## src/rtl/tlu_coinc_trig.sv

```systemverilog
// Coincidence trigger stage for the TLU receivers.
// Combines per-channel VALID / leading-edge info into a registered trigger pulse,
// a wrapping trigger number and a trigger data word on a valid/ready interface,
// followed by a programmable hold-off.
module tlu_coinc_trig #(
  parameter int unsigned N_CH = 6
) (
  input  logic                CLK40,
  input  logic                RST,
  input  logic [N_CH-1:0]     CH_VALID,
  input  logic [8*N_CH-1:0]   CH_LE_REL,
  input  logic [8*N_CH-1:0]   CH_TOT,
  input  logic [N_CH-1:0]     EN_MASK,
  input  logic [N_CH-1:0]     VETO_MASK,
  input  logic [7:0]          MAX_SPREAD,
  input  logic [7:0]          HOLDOFF,
  input  logic [31:0]         TIME_STAMP,
  output logic                TRIG,
  output logic                BUSY,
  output logic [15:0]         TRIG_CNT,
  output logic [15:0]         SKIP_CNT,
  output logic                DATA_VALID,
  input  logic                DATA_READY,
  output logic [55+N_CH:0]    DATA
);

  localparam int unsigned DataW = 56 + N_CH;

  typedef enum logic [0:0] {StIdle, StHold} state_e;

  state_e           state_q, state_d;
  logic [7:0]       hold_cnt_q, hold_cnt_d;
  logic             trig_q, trig_d;
  logic [15:0]      trig_cnt_q, trig_cnt_d;
  logic [15:0]      skip_cnt_q, skip_cnt_d;
  logic             data_valid_q, data_valid_d;
  logic [DataW-1:0] data_q, data_d;

  logic [7:0]       le_max, le_min, spread;
  logic             coinc;
  logic             fire;
  logic             xfer;
  logic [15:0]      trig_cnt_inc;

  // TOT thresholding lives in the receivers; the bus is accepted but not used here.
  logic unused_tot;
  assign unused_tot = ^CH_TOT;

  // Leading-edge extremes over enabled channels and the resulting coincidence term.
  always_comb begin
    le_max = 8'h00;
    le_min = 8'hff;
    for (int unsigned i = 0; i < N_CH; i++) begin
      if (EN_MASK[i]) begin
        if (CH_LE_REL[8*i +: 8] > le_max) le_max = CH_LE_REL[8*i +: 8];
        if (CH_LE_REL[8*i +: 8] < le_min) le_min = CH_LE_REL[8*i +: 8];
      end
    end
    // Only meaningful when EN_MASK != 0, in which case le_max >= le_min.
    spread = le_max - le_min;
    coinc  = (EN_MASK != '0) &&
             ((CH_VALID & EN_MASK) == EN_MASK) &&
             ((CH_VALID & VETO_MASK) == '0) &&
             (spread <= MAX_SPREAD);
  end

  // Trigger / hold-off state machine: next state and hold-off counter.
  always_comb begin
    state_d    = state_q;
    hold_cnt_d = hold_cnt_q;
    fire       = 1'b0;
    unique case (state_q)
      StIdle: begin
        if (coinc) begin
          fire       = 1'b1;
          hold_cnt_d = HOLDOFF;
          if (HOLDOFF != 8'd0) state_d = StHold;
        end
      end
      StHold: begin
        // Counter value 1 marks the last BUSY cycle.
        if (hold_cnt_q <= 8'd1) state_d = StIdle;
        hold_cnt_d = (hold_cnt_q != 8'd0) ? hold_cnt_q - 8'd1 : 8'd0;
      end
      default: state_d = StIdle;
    endcase
  end

  assign xfer         = data_valid_q & DATA_READY;
  assign trig_cnt_inc = trig_cnt_q + 16'd1;

  // Trigger outputs, counters and the data word handshake.
  always_comb begin
    trig_d       = fire;
    trig_cnt_d   = trig_cnt_q;
    skip_cnt_d   = skip_cnt_q;
    data_valid_d = data_valid_q;
    data_d       = data_q;
    if (fire) begin
      trig_cnt_d = trig_cnt_inc;
      if (!data_valid_q || xfer) begin
        data_d       = {trig_cnt_inc, TIME_STAMP, le_max, CH_VALID};
        data_valid_d = 1'b1;
      end else if (skip_cnt_q != 16'hffff) begin
        // Old word is kept; the gap in trigger numbers is visible downstream.
        skip_cnt_d = skip_cnt_q + 16'd1;
      end
    end else if (xfer) begin
      data_valid_d = 1'b0;
    end
  end

  // State registers with synchronous reset.
  always_ff @(posedge CLK40) begin
    if (RST) begin
      state_q      <= StIdle;
      hold_cnt_q   <= 8'd0;
      trig_q       <= 1'b0;
      trig_cnt_q   <= 16'd0;
      skip_cnt_q   <= 16'd0;
      data_valid_q <= 1'b0;
      data_q       <= '0;
    end else begin
      state_q      <= state_d;
      hold_cnt_q   <= hold_cnt_d;
      trig_q       <= trig_d;
      trig_cnt_q   <= trig_cnt_d;
      skip_cnt_q   <= skip_cnt_d;
      data_valid_q <= data_valid_d;
      data_q       <= data_d;
    end
  end

  assign TRIG       = trig_q;
  assign BUSY       = (state_q == StHold);
  assign TRIG_CNT   = trig_cnt_q;
  assign SKIP_CNT   = skip_cnt_q;
  assign DATA_VALID = data_valid_q;
  assign DATA       = data_q;

endmodule

```

## config.mk

```make
export PLATFORM = sky130hd
export DESIGN_NAME = tlu_coinc_trig
export DESIGN_NICKNAME = d
export VERILOG_FILES = /design/src/rtl/tlu_coinc_trig.sv
export SDC_FILE = /design/constraint.sdc
export NUM_CORES = 1
export LEC_CHECK = 0
export ABC_AREA = 1
export CORE_ASPECT_RATIO = 0.8
export CORE_UTILIZATION = 50
export CTS_CLUSTER_SIZE = 20
export DETAILED_ROUTE_END_ITERATION = 7
export PLACE_DENSITY = 0.87
export SYNTH_ARGS = -nofsm -noshare
export SYNTH_HDL_FRONTEND = slang
export SYNTH_SLANG_ARGS = --single-unit
```

## constraint.sdc

```tcl
create_clock -name CLK40 -period 22.1 [get_ports CLK40]
set_input_delay 4.42 -clock CLK40 [delete_from_list [all_inputs] [get_ports CLK40]]
set_output_delay 4.42 -clock CLK40 [all_outputs]
set_load 0.02 [all_outputs]
```

Word-level counts from Yosys, hierarchy flattened
Index checks and enable logic that the tools add are counted.

Register bits after elaboration: 105. Input port bits: 165.

Add/subtract/negate cells: 4. Order comparisons: 14. Equal/unequal tests: 4. Muxes and demuxes: 36. Bitwise gates (word level): 5. Reductions and logical operators: 13.

Operator list (count): $mux W8 (26); $gt A8 B8 Y1 (5); $lt A8 B8 Y1 (5); $add A16 B1 Y16 const B (2); $ne A16 B16 Y1 const B (1); $pmux W8 S2 (1); $reduce_bool A8 Y1 (2); $and A6 B6 Y6 (2); $gt A8 B1 Y1 const B (1); $le A8 B1 Y1 const B (1); $le A8 B8 Y1 (1); $lt A8 B8 Y1 const B (1); $mux W1 (8); $sub A8 B1 Y8 const B (1); $sub A8 B8 Y8 (1); $eq A6 B6 Y1 (1); $logic_not A6 Y1 (1); $reduce_bool A6 Y1 (1); $reduce_and A2 Y1 (2); $logic_and A1 B1 Y1 (3); $reduce_and A3 Y1 (1); $ne A2 B1 Y1 const B (1); $ne A2 B2 Y1 const B (1); $not A1 Y1 (2); 5 further kinds (5).

Longest topological paths before layout
Gate-level depths: netlist (run 1).

Depth in word-level cells: 25. Depth in mapped cells: 96.

Worst setup path after synthesis (run 1)
Ideal clock, no wire load.

Kind: input -> register. Start point: input port EN_MASK[0]. End point: register skip_cnt_q[15] (netlist: SKIP_CNT[15]). Library setup time: 0.128 ns. Data arrival time: 15.360 ns. Data required time: 21.972 ns. Setup slack: 6.613 ns. Stages: 72. Buffers on the path: 6. Path through: buf_6 inv_2 nor2_1 ha_1 a21oi_1 nor2_1 nor3b_2 nand2_2 buf_2 o21ai_0 ha_1 a21oi_1 nor2_1 a2111oi_0 nand2_2 buf_2 o21ai_0 ha_1 [... 36 more ...] inv_1 nand3_1 o32ai_1 nand2_1 nor2_1 inv_1 nor2_1 inv_1 a21oi_1 nand4_1 nor2_1 inv_1 nor3_1 nand3_1 nor3_1 nand4_1 xor2_1 nor2_1.

Cells in the longest elaborated chain, start to end: 22. Elaborated cells on any way between the ends: 43. Classes of those cells: add/sub (1); order compare (11); eq/ne (1); mux (24); bitwise (1); reduce/logical (5).

RTL lines: from (decl) (RTL line 13) `input logic [N_CH-1:0] EN_MASK,`; $mux W8 (RTL line 54) `if (EN_MASK[i]) begin`; $gt A8 B8 Y1 / $lt A8 B8 Y1 (equally long branches) (RTL line 55, 56); $mux W8, on equally long branches (RTL line 55, 56); $mux W8 (RTL line 54); $gt A8 B8 Y1 / $lt A8 B8 Y1 (equally long branches) (RTL line 55, 56); $mux W8, on equally long branches (RTL line 55, 56); $mux W8 (RTL line 54); $gt A8 B8 Y1 / $lt A8 B8 Y1 (equally long branches) (RTL line 55, 56); [... 6 more ...]; $mux W8, on equally long branches (RTL line 55, 56); $mux W8 (RTL line 54); $sub A8 B8 Y8 (RTL line 60) `spread = le_max - le_min;`; $le A8 B8 Y1 (RTL line 64) `(spread <= MAX_SPREAD);`; $logic_and A1 B1 Y1 * (RTL line 63) `((CH_VALID & VETO_MASK) == '0) &&`; $mux W1 * (RTL line 74) `if (coinc) begin`; $mux W1 * (RTL line 72) `unique case (state_q)`; $reduce_and A3 Y1 (no line) *; to (signal assigned) (RTL line 128) `skip_cnt_q <= skip_cnt_d;`; to (decl) (RTL line 35) `logic [15:0] skip_cnt_q, skip_cnt_d;`.

Every way passes the cells marked *; elsewhere a longest branch is shown, timed or not. A chain may end at the register's enable or synchronous reset.

Final worst setup path (run 1)
Ends and elaborated chain as after synthesis.

==> flow_metrics.env, run 1 <==
export IMPL_cpMostUsedCell="nor2_1"
export IMPL_avgRoutedWirePerCell_um=14.2
export IMPL_ys_ff_latch=105
export IMPL_dieWidth_um=141
export IMPL_io_buffer_count=213
export IMPL_firstDrtPassIters=5
export IMPL_dr_total_vias=8073
export IMPL_critPathKind="in -> reg"
export IMPL_syn_num_nets=1404
export IMPL_syn_area_per_cell_um2=6.71
export IMPL_netlist_area_um2=7710
export IMPL_synth_top_family_by_area="simple AND/OR/NAND/NOR gates"
export IMPL_nFillCells=1293
export IMPL_endpoint_kind="register"
export IMPL_maxSlewViolCount=0
export IMPL_htree_levels=3
export IMPL_cp_required_ps=22300
export IMPL_cts_tree="yes"
export IMPL_mostFrequentLayoutCell="nand2_1"
export IMPL_rsz0062_at_grt="no"
export IMPL_slew_headroom_pct=41.9
export IMPL_synth_fa_ha_area_share_pct=14.7
export IMPL_cp_arrival_ps=18600
export IMPL_period_needed_ps=18400
export IMPL_finalSetupViolCount=0
export IMPL_gp_congestion=0.905
export IMPL_ios=262
export IMPL_dp_slack_ps=3520
export IMPL_drtIter0Drc=513
export IMPL_tns_ps=0
export IMPL_timing_rr_start="BUSY"
export IMPL_grt_pass1_vias=7563
export IMPL_n_antenna_cell=0
export IMPL_cts_made_buffers=9
export IMPL_wirelength_um=21800
export IMPL_hold_start="DATA[56]"
export IMPL_clock_fmax_ghz=0.0543
export IMPL_die_area_um2=15900
export IMPL_start_util_pct=51.3
export IMPL_p_leak_nw=4.60
export IMPL_antenna_found_initial=0
export IMPL_rows=40
export IMPL_layout_setup_ws_ps=3700
export IMPL_cap_violations=0
export IMPL_fin_crit_sh_pct=83.3
export IMPL_post_cts_buffers=0
export IMPL_cts_repair_resized=0
export IMPL_syn_inst=1149
export IMPL_synth_xor_area_share_pct=2.50
export IMPL_crit_path_top_delay_cell="clkdlybuf4s50_1"
export IMPL_ys_warn_count=0
export IMPL_die_height_um=113
export IMPL_design_core_area_um2=15000
export IMPL_grt_max_degree=79
export IMPL_areaGrowthSynthToFinish_pct=33.1
export IMPL_ys_seq_area_share_pct=27.3
export IMPL_synth_simple_gate_area_share_pct=28.0
export IMPL_hold_viol=0
export IMPL_synth_compound_area_share_pct=19.1
export IMPL_antenna_violating_nets_post_route=0
export IMPL_tightest_slew_ps=870
export IMPL_hold_buffers=0
export IMPL_synth_cell_types=48
export IMPL_clock_root_buffer="clkbuf_16"
export IMPL_final_setup_skew_ps=7.41
export IMPL_status="finished clean"
export IMPL_nets=1595
export IMPL_slowest_delay_ps=710
export IMPL_clock_latency_ps=340
export IMPL_clk_path_buf_depth=2
export IMPL_muxShareOfSynthArea_pct=0
export IMPL_reg2regPathDepth=14
export IMPL_path_max_fanout=29
export IMPL_hp_class="reg -> reg"
export IMPL_pwr_density_cell_nw_per_um2=68.4
export IMPL_cts_reportedPaths_clkPinSlew_ps=70
export IMPL_worstSetupStartpointType="input port"
export IMPL_layout_drive_gt1_share_pct=5.58
export IMPL_grt_use_total_pct=27.5
export IMPL_final_cell_mix="nand2_1 (249), clkdlybuf4s50_1 (213), nor2_1 (150)"
export IMPL_overflow=0
export IMPL_grt_pass1_wl_um=35800
export IMPL_drc=0
export IMPL_crit_path_start="EN_MASK[0]"
export IMPL_peakVddDrop_mv=0.0407
export IMPL_hold_depth=2
export IMPL_cts_sinks=105
export IMPL_viasPerCell=5.26
export IMPL_fin_total_pwr_w=0.000702
export IMPL_hpwl_um=16900
-- worst max-delay path, delay by kind of cell --
kind / cells / cell delay [ps]
AOI/OAI and AO/OA: 18 / 5480
and+or+nand+nor: 34 / 4910
adders and majority gates: 7 / 2130
buffers and inverters: 7 / 1500
xor gates and xnor gates: 1 / 160
-- final cells by class --
class                      instances  area [um^2]  share of cell area (%)
multi-input combinational        877         4960                    48.3
inverter                         130          488                    4.76
clock inverter                     5         80.1                   0.780
timing repair buffer             217         2160                    21.1
tap                              189          236                    2.30
clock buffer                      11          233                    2.27
sequential                       105         2100                    20.5
-- cell usage after synthesis (all sizes together) --
master / count / area [um^2]
clkinv: 3 / 11.3
a311oi: 1 / 8.76
clkbuf: 28 / 105
nand4: 11 / 68.8
a22o: 1 / 8.76
xor2: 17 / 149
nor2b: 2 / 15.0
and2: 1 / 6.26
a31oi: 9 / 56.3
a21oi: 70 / 377
o221ai: 2 / 17.5
nand3b: 3 / 22.5
dfxtp: 105 / 2100
a41oi: 1 / 8.76
xnor2: 5 / 43.8
buf: 9 / 62.6
nor2: 158 / 621
nor4: 7 / 43.8
fa: 1 / 20.0
o22ai: 3 / 18.8
a2bb2oi: 1 / 8.76
a2111oi: 4 / 35.0
o21ai: 151 / 820
o32ai: 1 / 8.76
inv: 127 / 477
nor3b: 2 / 20.0
a21o: 1 / 7.51
nor3: 16 / 80.1
ha: 89 / 1110
o21bai: 5 / 37.5
o21a: 1 / 7.51
a211oi: 4 / 30.0
nand2: 268 / 1080
o221a: 1 / 11.3
a221oi: 1 / 8.76
nand3: 40 / 200
-- flip-flops by register name, summed over array words and instances (netlist names) --
| signal | flops |
|---|---|
| TRIG | 1 |
| hold_cnt_q | 8 |
| TRIG_CNT | 16 |
| DATA_VALID | 1 |
| DATA | 62 |
| SKIP_CNT | 16 |
| BUSY | 1 |
-- per-stage QoR --
step	cell area [um^2]	utilization, %	hold slack [ps]	std cells
after global placement	9950	66.3	450	1518
after detailed placement	9950	66.3	457	1518
final	10300	68.3	462	1534
after floorplan	7710	-	468	1149
after CTS	10300	68.3	467	1534
after global routing	10300	68.3	475	1534
-- worst paths after layout --
kind	endpoint	slack [ps]
worst min-delay path	DATA[56]	460
worst max register to register	SKIP_CNT[15]	19080
worst max-delay path	SKIP_CNT[15]	3700
worst min register to register	DATA[56]	460
-- per-layer routing --
metal	GRT usage, %	wire (um)
met5	0	0
met4	8.41	505
met3	5.50	1410
met2	43.1	9450
met1	38.0	10400
-- kinds of logic (layout without fill, tap and decap cells) --
kind of cell / after synthesis / count (layout)
AOI/OAI and AO/OA: 257 / 257
and+or+nand+nor: 508 / 508
buffers and inverters: 167 / 363
DFF: 105 / 105
adders and majority gates: 90 / 90
xor gates and xnor gates: 22 / 22
-- power by group --
part	total (W)	internal [W]	switching, W	leakage, nW
logic	0.000325	0.000135	0.000190	3.61
clock network	0.000169	0.0000992	0.0000700	0.146
registers	0.000207	0.000200	0.00000703	0.847
total	0.000702	0.000435	0.000267	4.60
Note: power is estimated with default switching activity, not from simulation.
==> inputs of run 2 (changes only) <==
CORE_UTILIZATION = 47   (was 50)
PLACE_DENSITY = 0.82   (was 0.87)
clock period = 18.4 ns   (was 22.1 ns; I/O delays follow)
==> run 2 against run 1 <==
  * Critical path depth did not move
  * Sequential power rose by 20%
  * Routed wire length fell by 3.4%
  * Die area rose by 6.3%
  * Clock power rose by 14%
  * Largest power group unchanged
==> flow_metrics.env, run 2 (synthesis gave the netlist of run 1 again) <==
export IMPL_n_antenna_cell=0
export IMPL_grt_use_total_pct=24.7
export IMPL_final_cell_mix="nand2_1 (249), clkdlybuf4s50_1 (213), nor2_1 (150)"
export IMPL_pwr_density_cell_nw_per_um2=80.6
export IMPL_antenna_violating_nets_post_route=0
export IMPL_avgRoutedWirePerCell_um=13.5
export IMPL_drc=0
export IMPL_hold_depth=2
export IMPL_fin_cells=1560
export IMPL_cts_made_buffers=9
export IMPL_hp_class="reg -> reg"
export IMPL_antenna_found_initial=0
export IMPL_critPathKind="in -> reg"
export IMPL_path_max_fanout=15
export IMPL_drtIter0Drc=450
export IMPL_mostFrequentLayoutCell="nand2_1"
export IMPL_largest_reg_flops=62
export IMPL_io_buffer_count=213
export IMPL_clock_latency_ps=340
export IMPL_cts_tree="yes"
export IMPL_status="finished clean"
export IMPL_holdPathEnd="DATA[53]"
export IMPL_peakVddDrop_mv=0.0435
export IMPL_tightest_slew_ps=1080
export IMPL_seq_area_um2=2100
export IMPL_worstSetupStartpointType="input port"
export IMPL_cp_arrival_ps=17030
export IMPL_crit_path_top_delay_cell="clkdlybuf4s50_1"
export IMPL_r2r_slack_ps=15690
export IMPL_htree_levels=3
export IMPL_reg2reg_to="SKIP_CNT[15]"
export IMPL_rows=41
export IMPL_fin_crit_sh_pct=91.5
export IMPL_cpMostUsedCell="nor2_1"
export IMPL_die_area_um2=16900
export IMPL_cts_sinks=105
export IMPL_start_util_pct=48.5
export IMPL_areaGrowthSynthToFinish_pct=33.3
export IMPL_hold_start="DATA[53]"
export IMPL_hold_buffers=0
export IMPL_gp_congestion=0.873
export IMPL_reg2regPathDepth=15
export IMPL_grt_pass1_wl_um=34200
export IMPL_clock_root_buffer="clkbuf_16"
export IMPL_hpwl_um=16500
export IMPL_rsz0062_at_grt="no"
export IMPL_ios=262
export IMPL_final_setup_skew_ps=6.43
export IMPL_slowest_delay_ps=710
export IMPL_period_needed_ps=16830
export IMPL_multi_input_area_um2=4960
export IMPL_grt_max_degree=79
export IMPL_endpoint_kind="register"
export IMPL_cap_violations=0
export IMPL_dieWidth_um=145
export IMPL_firstDrtPassIters=5
export IMPL_maxSlewViolCount=0
export IMPL_clock_fmax_ghz=0.0594
export IMPL_clk_path_buf_depth=2
export IMPL_nFillCells=1387
export IMPL_hold_viol=0
export IMPL_timing_rr_start="DATA_VALID"
export IMPL_slew_headroom_pct=27.6
export IMPL_viasPerCell=5.09
export IMPL_design_core_area_um2=15900
export IMPL_dp_cells=1544
export IMPL_cts_reportedPaths_clkPinSlew_ps=70
export IMPL_overflow=0
export IMPL_finalSetupViolCount=0
export IMPL_wirelength_um=21000
export IMPL_layout_drive_gt1_share_pct=5.72
export IMPL_cp_required_ps=18600
export IMPL_dr_total_vias=7947
export IMPL_tns_ps=0
export IMPL_nets=1595
export IMPL_die_height_um=117
export IMPL_p_leak_nw=4.59
export IMPL_grt_pass1_vias=7094
## run 2: cell count changes in the layout (fill, tap and decap cells not counted)
cell	delta
a2111oi_0	-2
a2111oi_1	+2
clkinv_4	+1
clkinv_1	-1
inv_6	+1
bufinv_16	-1
inv_2	+1
clkbuf_1	-1
## run 2: critical path, delay by kind of cell
kind	cells	cell delay, ps
xor+xnor	1	150
compound gates	19	5210
buf+inv	7	1200
fa+ha+maj	7	2130
simple gates	33	4630
## run 2: cell type report
| class | instances | area share (%) |
|---|---|---|
| tap | 215 | 2.62 |
| inverter | 130 | 4.75 |
| multi-input combinational | 877 | 48.3 |
| timing repair buffer | 217 | 21.0 |
| clock inverter | 6 | 0.657 |
| sequential | 105 | 20.4 |
| clock buffer | 10 | 2.23 |
## run 2: worst max path at each step
stage / startpoint / to / slack (ps) / cells past startpoint
6_report: EN_MASK[0] / SKIP_CNT[15] / 1570 / 67
2_1_floorplan: EN_MASK[0] / SKIP_CNT[15] / 3650 / 72
3_3_place_gp: EN_MASK[0] / SKIP_CNT[15] / 1340 / 67
5_1_grt: EN_MASK[0] / SKIP_CNT[15] / 90 / 68
3_5_place_dp: EN_MASK[0] / SKIP_CNT[15] / 1080 / 67
4_1_cts: EN_MASK[0] / SKIP_CNT[15] / 1430 / 67
## run 2: timing repair
action | CTS | global route
setup buffers | 0 | 0
endpoints found under the setup margin | 0 | 2
gates resized for setup | 0 | 2
## run 2: per-layer routing
layer | GRT usage [%] | up-vias | part of all wire, % | wire (um)
li1 | - | 4179 | - | -
met5 | 0 | - | 0 | 0
met1 | 34.3 | 3507 | 48 | 10200
met4 | 4.91 | 0 | 1.3 | 266
met2 | 39.6 | 240 | 44 | 9170
met3 | 5.12 | 21 | 6.8 | 1440
## run 2: report_power, final
group | total, W | switching (W) | internal (W)
clock network | 0.000192 | 0.0000861 | 0.000106
registers | 0.000249 | 0.00000837 | 0.000240
logic | 0.000388 | 0.000226 | 0.000162
## run 2: through the flow
stage	worst slack, ps	hold slack (ps)	area [um^2]	total power [W]	utilization (%)
3_5_place_dp	1080	453	9980	0.000640	62.8
3_3_place_gp	1340	452	9980	0.000626	62.8
6_report	1570	461	10300	0.000829	64.6
4_1_cts	1430	464	10300	0.000832	64.6
5_1_grt	87.4	496	10300	0.000896	64.6
2_1_floorplan	3650	468	7710	0.000528	-
==> inputs of run 3 (changes only) <==
CORE_UTILIZATION = 50   (was 47)
PLACE_DENSITY = 0.87   (was 0.82)
clock period = 20.5 ns   (was 18.4 ns; I/O delays follow)
==> run 3 against run 2 <==
  * Non-clock buffer count unchanged
  * Global-route usage rose by 2.5 points
  * Clock power shrank 8%
  * Via count up 1.6%
  * Cell count is 1.8% lower
  * Routed wire length increased by 3.1%
  * Flip-flop and latch count stayed put
  * Core utilization is 3.6 points higher
  * Sequential share of layout area up 0.065 points
  * Sequential power shrank 10%
  * Cell area down 0.32%
  * Setup slack better by 750 ps
  * Critical path type unchanged
  * Highest routed layer unchanged
==> flow_metrics.env, run 3 (synthesis gave the netlist of run 1 again) <==
export IMPL_status="finished clean"
export IMPL_ios=262
export IMPL_rsz0062_at_grt="no"
export IMPL_use_met1_pct=37.0
export IMPL_worstSetupStartpointType="input port"
export IMPL_areaGrowthSynthToFinish_pct=32.9
export IMPL_p_int_w=0.000467
export IMPL_hold_viol=0
export IMPL_hold_buffers=0
export IMPL_cts_made_buffers=9
export IMPL_dieWidth_um=141
export IMPL_grt_pass1_vias=7394
export IMPL_n_antenna_cell=0
export IMPL_overflow=0
export IMPL_pwr_share_comb_pct=46.8
export IMPL_grt_use_total_pct=27.2
export IMPL_cts_repair_resized=0
export IMPL_post_cts_buffers=0
export IMPL_grt_busiest_layer="met2"
export IMPL_hold_start="DATA[53]"
export IMPL_pwr_density_cell_nw_per_um2=73.2
export IMPL_grt_pass1_wl_um=35200
export IMPL_cp_arrival_ps=18390
export IMPL_slowest_delay_ps=720
export IMPL_clock_fmax_ghz=0.0550
export IMPL_p_leak_nw=4.60
export IMPL_wirelength_um=21700
export IMPL_htree_levels=3
export IMPL_antenna_violating_nets_post_route=0
export IMPL_mostFrequentLayoutCell="nand2_1"
export IMPL_crit_path_top_delay_cell="clkdlybuf4s50_1"
export IMPL_dr_total_vias=8074
export IMPL_nFillCells=1277
export IMPL_maxSlewViolCount=0
export IMPL_pwr_share_seq_pct=29.8
export IMPL_clock_latency_ps=350
export IMPL_start_util_pct=51.3
export IMPL_dp_slack_ps=2120
export IMPL_rows=40
export IMPL_nets=1595
export IMPL_gp_congestion=0.905
export IMPL_die_height_um=113
export IMPL_period_needed_ps=18180
export IMPL_hold_depth=2
export IMPL_fin_util_pct=68.3
export IMPL_critPathKind="in -> reg"
export IMPL_clk_path_buf_depth=2
export IMPL_cts_tree="yes"
export IMPL_cap_violations=0
export IMPL_hpwl_um=17100
export IMPL_peakVddDrop_mv=0.0424
export IMPL_largest_reg_flops=62
export IMPL_avgRoutedWirePerCell_um=14.2
export IMPL_grt_max_degree=76
export IMPL_die_area_um2=15900
export IMPL_final_cell_mix="nand2_1 (249), clkdlybuf4s50_1 (213), nor2_1 (150)"
export IMPL_path_max_fanout=29
export IMPL_viasPerCell=5.27
export IMPL_crit_path_start="EN_MASK[0]"
export IMPL_firstDrtPassIters=5
export IMPL_cts_sinks=105
export IMPL_reg2regPathDepth=14
export IMPL_slew_headroom_pct=39.7
export IMPL_design_core_area_um2=15000
export IMPL_grtUsageMet2_pct=43.8
export IMPL_io_buffer_count=213
export IMPL_finalSetupViolCount=0
export IMPL_cts_reportedPaths_clkPinSlew_ps=70
export IMPL_drtIter0Drc=485
export IMPL_antenna_found_initial=0
export IMPL_pwr_share_clk_pct=23.5
export IMPL_clock_root_buffer="clkbuf_16"
export IMPL_swShare_pct=37.7
export IMPL_dp_cells=1518
export IMPL_layout_drive_gt1_share_pct=5.51
export IMPL_p_sw_w=0.000283
export IMPL_cp_required_ps=20710
export IMPL_tightest_slew_ps=901
export IMPL_fin_cells=1532
export IMPL_drc=0
export IMPL_layout_setup_ws_ps=2320
export IMPL_fin_crit_sh_pct=88.7
export IMPL_final_setup_skew_ps=7.26
export IMPL_cpMostUsedCell="nor2_1"
export IMPL_use_met3_pct=5.33
export IMPL_endpoint_kind="register"
export IMPL_tns_ps=0
export IMPL_timing_rr_start="BUSY"
export IMPL_hp_class="reg -> reg"
## run 3: cell type report
| cell class | instances | area, um^2 | share of cell area (%) |
|---|---|---|---|
| clock buffer | 10 | 229 | 2.23 |
| timing repair buffer | 217 | 2160 | 21.1 |
| clock inverter | 4 | 70.1 | 0.684 |
| multi-input combinational | 877 | 4960 | 48.4 |
| tap | 189 | 236 | 2.31 |
| sequential | 105 | 2100 | 20.5 |
| inverter | 130 | 488 | 4.76 |
## run 3: metal layers
layer	share of wire [%]	up-vias
met5	0	-
met4	1.7	0
met3	7.0	26
met2	45	270
met1	47	3600
li1	-	4178
## run 3: power groups by stage
stage / clock network, W / registers, W / logic (W)
global placement: 0 / 0.000227 / 0.000335
global route: 0.000188 / 0.000225 / 0.000397
finish: 0.000176 / 0.000223 / 0.000351
CTS: 0.000179 / 0.000223 / 0.000352
floorplan: 0 / 0.000240 / 0.000234
detailed placement: 0 / 0.000228 / 0.000350
## run 3: worst max-delay path: cells and delay by family
kind / cells / cell delay, ps
fa+ha+maj: 7 / 2130
xor+xnor: 1 / 150
compound gates: 20 / 5730
buf+inv: 7 / 1570
simple gates: 32 / 4690
## run 3: stage by stage
step | instance area, um^2 | hold slack (ps) | power (W)
global route | 10200 | 475 | 0.000810
floorplan | 7710 | 468 | 0.000474
global placement | 9950 | 451 | 0.000562
detailed placement | 9950 | 457 | 0.000577
CTS | 10200 | 466 | 0.000754
finish | 10200 | 461 | 0.000750
## run 3: final timing paths
kind	to	slack, ps
max	SKIP_CNT[15]	2320
min	DATA[53]	460
max reg2reg	SKIP_CNT[15]	17470
min reg2reg	DATA[53]	460
